## config.mk

```make
export PLATFORM = sky130hd
export DESIGN_NAME = restoring_divider
export DESIGN_NICKNAME = d
export VERILOG_FILES = /design/src/rtl/restoring_divider.sv
export SDC_FILE = /design/constraint.sdc
export NUM_CORES = 1
export LEC_CHECK = 0
export ABC_AREA = 1
export CAP_MARGIN = 10
export CORE_MARGIN = 3
export CORE_UTILIZATION = 40
export DETAILED_ROUTE_END_ITERATION = 10
export GPL_TIMING_DRIVEN = 0
export PLACE_DENSITY = 0.63
export SYNTH_ARGS = -nofsm -noshare
export SYNTH_HDL_FRONTEND = slang
export SYNTH_HIERARCHICAL = 1
export SYNTH_SLANG_ARGS = --single-unit
```

## constraint.sdc

```tcl
create_clock -name clk -period 18.3 [get_ports clk]
set_input_delay 3.66 -clock clk [delete_from_list [all_inputs] [get_ports clk]]
set_output_delay 3.66 -clock clk [all_outputs]
set_load 0.05 [all_outputs]
```

## src/rtl/restoring_divider.sv

```systemverilog
// restoring_divider: iterative unsigned divider, one quotient bit per cycle.
// Each trial subtraction runs through an adder_substractor in subtract mode.
//
// Ports:
//   clk          rising-edge clock
//   rst          asynchronous active-high reset (aborts any division)
//   start        request a division, sampled only while idle
//   dividend     unsigned dividend, sampled with start
//   divisor      unsigned divisor, sampled with start
//   busy         high whenever the divider is not idle
//   done         one-cycle pulse when results become valid
//   quotient     floor(dividend/divisor); all ones on divide-by-zero
//   remainder    dividend mod divisor; the dividend on divide-by-zero
//   div_by_zero  set with done when the divisor was zero
//
// adder_substractor: WIDTH-bit adder/subtractor.
//   add_or_substract=1 gives X+Y and add_or_substract=0 gives X-Y.
//   overflow flags signed (two's complement) overflow.

module adder_substractor #(
  parameter int WIDTH = 32
) (
  input  logic [WIDTH-1:0] X,
  input  logic [WIDTH-1:0] Y,
  input  logic             add_or_substract,
  output logic [WIDTH-1:0] S,
  output logic             overflow
);
  logic [WIDTH-1:0] y_eff;

  // Subtraction is X + ~Y + 1; the +1 enters as the carry-in.
  assign y_eff    = add_or_substract ? Y : ~Y;
  assign S        = X + y_eff + {{(WIDTH-1){1'b0}}, ~add_or_substract};
  assign overflow = (X[WIDTH-1] == y_eff[WIDTH-1]) && (S[WIDTH-1] != X[WIDTH-1]);
endmodule

module restoring_divider #(
  parameter int WIDTH = 32
) (
  input  logic             clk,
  input  logic             rst,
  input  logic             start,
  input  logic [WIDTH-1:0] dividend,
  input  logic [WIDTH-1:0] divisor,
  output logic             busy,
  output logic             done,
  output logic [WIDTH-1:0] quotient,
  output logic [WIDTH-1:0] remainder,
  output logic             div_by_zero
);
  localparam int CW = (WIDTH > 1) ? $clog2(WIDTH) : 1;
  localparam logic [CW-1:0] CNT_LAST = CW'(WIDTH - 1);

  typedef enum logic [1:0] {IDLE, RUN, DONE} state_e;

  state_e           state_q;
  logic [CW-1:0]    cnt_q;
  logic [WIDTH-1:0] d_q, q_q, r_q;
  logic [WIDTH-1:0] quotient_q, remainder_q;
  logic             busy_q, done_q, dbz_q;

  // One restoring step: shift the next dividend bit into the partial
  // remainder, then keep the difference only if it did not go negative.
  logic [WIDTH-1:0] rs_lo, trial;
  logic             accept;
  logic [WIDTH-1:0] r_d, q_d;
  logic             sub_ovf_unused;

  assign rs_lo = {r_q[WIDTH-2:0], q_q[WIDTH-1]};

  adder_substractor #(.WIDTH(WIDTH)) u_sub (
    .X                (rs_lo),
    .Y                (d_q),
    .add_or_substract (1'b0),
    .S                (trial),
    .overflow         (sub_ovf_unused)
  );

  // r_q[WIDTH-1] is the bit shifted out of rs_lo; if set, the shifted value
  // exceeds any WIDTH-bit divisor and the wrapped difference is exact.
  assign accept = r_q[WIDTH-1] | (rs_lo >= d_q);
  assign r_d    = accept ? trial : rs_lo;
  assign q_d    = {q_q[WIDTH-2:0], accept};

  always_ff @(posedge clk or posedge rst) begin
    if (rst) begin
      state_q     <= IDLE;
      cnt_q       <= '0;
      d_q         <= '0;
      q_q         <= '0;
      r_q         <= '0;
      quotient_q  <= '0;
      remainder_q <= '0;
      busy_q      <= 1'b0;
      done_q      <= 1'b0;
      dbz_q       <= 1'b0;
    end else begin
      case (state_q)
        IDLE: begin
          if (start) begin
            d_q    <= divisor;
            q_q    <= dividend;
            r_q    <= '0;
            cnt_q  <= '0;
            busy_q <= 1'b1;
            if (divisor == '0) begin
              state_q     <= DONE;
              done_q      <= 1'b1;
              dbz_q       <= 1'b1;
              quotient_q  <= '1;
              remainder_q <= dividend;
            end else begin
              state_q <= RUN;
              dbz_q   <= 1'b0;
            end
          end
        end
        RUN: begin
          r_q   <= r_d;
          q_q   <= q_d;
          cnt_q <= cnt_q + 1'b1;
          if (cnt_q == CNT_LAST) begin
            state_q     <= DONE;
            done_q      <= 1'b1;
            quotient_q  <= q_d;
            remainder_q <= r_d;
          end
        end
        DONE: begin
          state_q <= IDLE;
          done_q  <= 1'b0;
          busy_q  <= 1'b0;
        end
        default: begin
          state_q <= IDLE;
          done_q  <= 1'b0;
          busy_q  <= 1'b0;
        end
      endcase
    end
  end

  assign busy        = busy_q;
  assign done        = done_q;
  assign quotient    = quotient_q;
  assign remainder   = remainder_q;
  assign div_by_zero = dbz_q;
endmodule

```

# Yosys cells after proc, flatten, opt, wreduce, memory -nomap -nowiden
# Index checks and enable logic that the tools add are counted.
# op_classes
n_bitwise	3
reduce_logical	9
addsub	3
n_eq_ne	5
order_cmp	1
muxes	26
# ops
op	n
$mux W32	9
$pmux W32 S2	4
$add A32 B1 Y32 const B	1
$add A32 B32 Y32	1
$ge A32 B32 Y1	1
$logic_not A32 Y1	1
$not A32 Y32	1
$pmux W5 S2	1
$reduce_and A2 Y1	4
$mux W2	3
$ne A2 B2 Y1 const B	3
$add A5 B1 Y5 const B	1
$eq A5 B5 Y1 const B	1
$mux W1	5
$mux W5	1
$pmux W1 S2	2
$pmux W2 S2	1
$reduce_and A4 Y1	1
$reduce_and A3 Y1	1
$eq A2 B1 Y1 const B	1
$logic_not A2 Y1	1
$reduce_bool A2 Y1	1
$not A1 Y1	1
$or A1 B1 Y1	1
# totals
regBits	170
output_inout_bits	67
word_cells	57
in_bits	67

# Longest topological paths before layout
# logic_depth
ltp_word	6
depth_mapped	21
mapped_depth_nobuf	19

# Modules after synthesis
# Netlist, hierarchy kept.
# modules_own_cells
module	area_each_um2	cells_each	n_inst
restoring_divider	8438.1	1040	1
adder_substractor	2625.0	490	1

# Least setup slack after synthesis
# Ideal clock, no wire load.
# synth_path
path_kind	input to register
from	input divisor[2]
to	register remainder_q[10] (netlist: remainder[10])
slack_ns	13.444
required_ns	18.237
setup_time_ns	0.063
stages	12
path_buffers	2
t_arrival_ns	4.794
cell_sequence	inv_1 -> nand4_1 -> nor2_1 -> nand4_1 -> nand2_1 -> nand2_2 -> inv_2 -> buf_2 -> clkbuf_1 -> or2_0 -> nand2_1 -> inv_1
# synth_via
elab_chain_cells	3
# synth_lines
element	line_no	rtl
start: declaration	44	input logic [WIDTH-1:0] divisor,
$logic_not A32 Y1	106	if (divisor == '0) begin
$ne A2 B2 Y1 (no line)	n/a	
$reduce_and A4 Y1 (no line)	n/a	
end signal: assignment	111	remainder_q <= dividend;
end signal: assignment	126	remainder_q <= r_d;
end: declaration	59	logic [WIDTH-1:0] quotient_q, remainder_q;
# Every way passes these cells.
# A chain may end at the register's enable or synchronous reset.

# Worst setup path after layout
# layout_path
from	input divisor[29]
to	register remainder_q[23] (netlist: remainder[23])
# The elaborated chain is that of the path after synthesis.

==> metrics.yaml <==
min_path_type: "reg -> reg"
slew_violations: 0
port_buffers: 133
num_antenna_cells: 0
rows: 60
holdWs_ns: 0.493
h-tree-depth: 4
io_pins: 134
area_growth_pct: 21.7
grt_max_degree: 104
start_util: 0.409
seq_area_um2: 4250
drt_iter0_drc: 802
wl_per_cell_um: 16.7
grt_setup_unrepaired: "no"
place_area_um2: 12800
synth.cell_area_um2: 11000
ant_nets: 0
fmax_ghz: 0.173
syn-num-nets: 1658
final_area_um2: 13400
grt_pass1_wl_um: 54200
fin_nets: 1811
fin_crit_sh: 0.317
root_buffer: "clkbuf_16"
place_congestion: 0.961
hold_buffers: 0
final_util: 0.498
die-area_um2: 29600
final_cell_mix: "nand2_1 (377), inv_1 (265), dfrtp_1 (170)"
post_cts_buffers: 0
setup_viol_count_final: 0
grt-ovfl-total: 0
finalSetupTns_ns: 0
drt_wl_total_um: 33900
grt_pass1_vias: 10100
drive_gt1_frac: 0.0508
power_frac_comb: 0.622
end_kind: "flop"
slew_headroom: 0.462
leakagePower_nw: 6.87
layout_commonest_cell: "nand2_1"
syn_inst: 1526
die_w_um: 172
detailed_place_hpwl_um: 27100
reg2reg_slack_ns: 14.96
path_class: "in -> reg"
clock_power_share: 0.137
status: "finished, final reports clean"
cts_tree: "built"
antenna_found_initial: 0
insertion_delay_ns: 0.45
dr.pass1.iters: 5
cts.sinks: 170
cts_buffers: 17
drcViolationCount: 0
crit_path_start_kind: "primary input"
clock_skew_ns: 0.0230
fill_cells: 2689
worst_pin_slew_ns: 0.807
core_um2: 27000
clk_pin_slew_ns: 0.08
synth_warnings: 6
power_frac_seq: 0.241
p_per_area_nw_per_um2: 202
fin_crit_ns: 5.80
fin_ws_ns: 12.50
hold_viol: 0
switching_share: 0.533
vias_per_cell: 5.05
crit_path_max_fanout: 10
cp.arrival_ns: 6.18
cap_violations: 0
intPower_mw: 1.27
vias: 10300
irDropWorstVdd_v: 0.0000745
grt_util_all_layers: 0.234
p_switching_mw: 1.45
multi_input_area_um2: 5540
dpl_worst_slack_ns: 12.06
required_ns: 18.68
clock_path_buffers: 2
postSynthAreaPerCell_um2: 7.24
dieHeight_um: 172
cts_resized: 0
==> registers in the layout, indices dropped and copies added, names as in the netlist <==
name,count
busy,1
cnt_q,5
d_q,32
div_by_zero,1
done,1
q_q,32
quotient,32
r_q,32
remainder,32
state_q,2
==> final timing paths <==
check,startpoint,endpoint,cells past startpoint
hold / removal,q_q[21],q_q[21],2
hold reg to reg,q_q[21],q_q[21],2
setup / recovery,divisor[29],remainder[23],13
max in group asynchronous,rst,d_q[3],3
setup reg to reg,d_q[31],remainder[18],13
min in group asynchronous,rst,q_q[22],2
==> routing by layer <==
layer  GRT usage  up-vias  wire length [um]
li1            -     5153                 -
met1       0.339     4794             16300
met2       0.371      283             15400
met3      0.0364       30              1740
met4      0.0555        0               464
met5           0        -                 0
==> power groups by stage <==
stage	clock [mW]	combinational, mW	sequential (mW)
floorplan	0	1.09	0.756
global placement	0	1.65	0.657
detailed placement	0	1.67	0.659
CTS	0.378	1.69	0.654
global route	0.393	1.90	0.674
finish	0.372	1.69	0.656
==> final cells by class <==
type	count	share of cell area
tap	341	0.0317
multi-input combinational	1028	0.412
sequential	170	0.316
timing repair buffer	134	0.101
inverter	271	0.0762
clock buffer	18	0.0319
clock inverter	14	0.0134
buffer	57	0.0173
==> worst max-delay path, stage by stage <==
cell	delay [ns]
clkdlybuf4s50_1	0.40
inv_1	0.07
nand4_1	0.22
nor2_1	0.25
nand4_1	0.27
nand2_1	0.19
nand2_2	0.14
inv_2	0.08
buf_2	0.22
clkbuf_1	0.37
or2_0	0.18
nand2_1	0.06
inv_1	0.05
==> metrics by stage <==
stage / total power [mW] / cells
after floorplan: 1.84 / 1526
after global placement: 2.31 / 2000
after detailed placement: 2.33 / 2001
after CTS: 2.72 / 2033
after global routing: 2.97 / 2033
final: 2.72 / 2033
No activity file was read; power rests on OpenSTA's default activity.
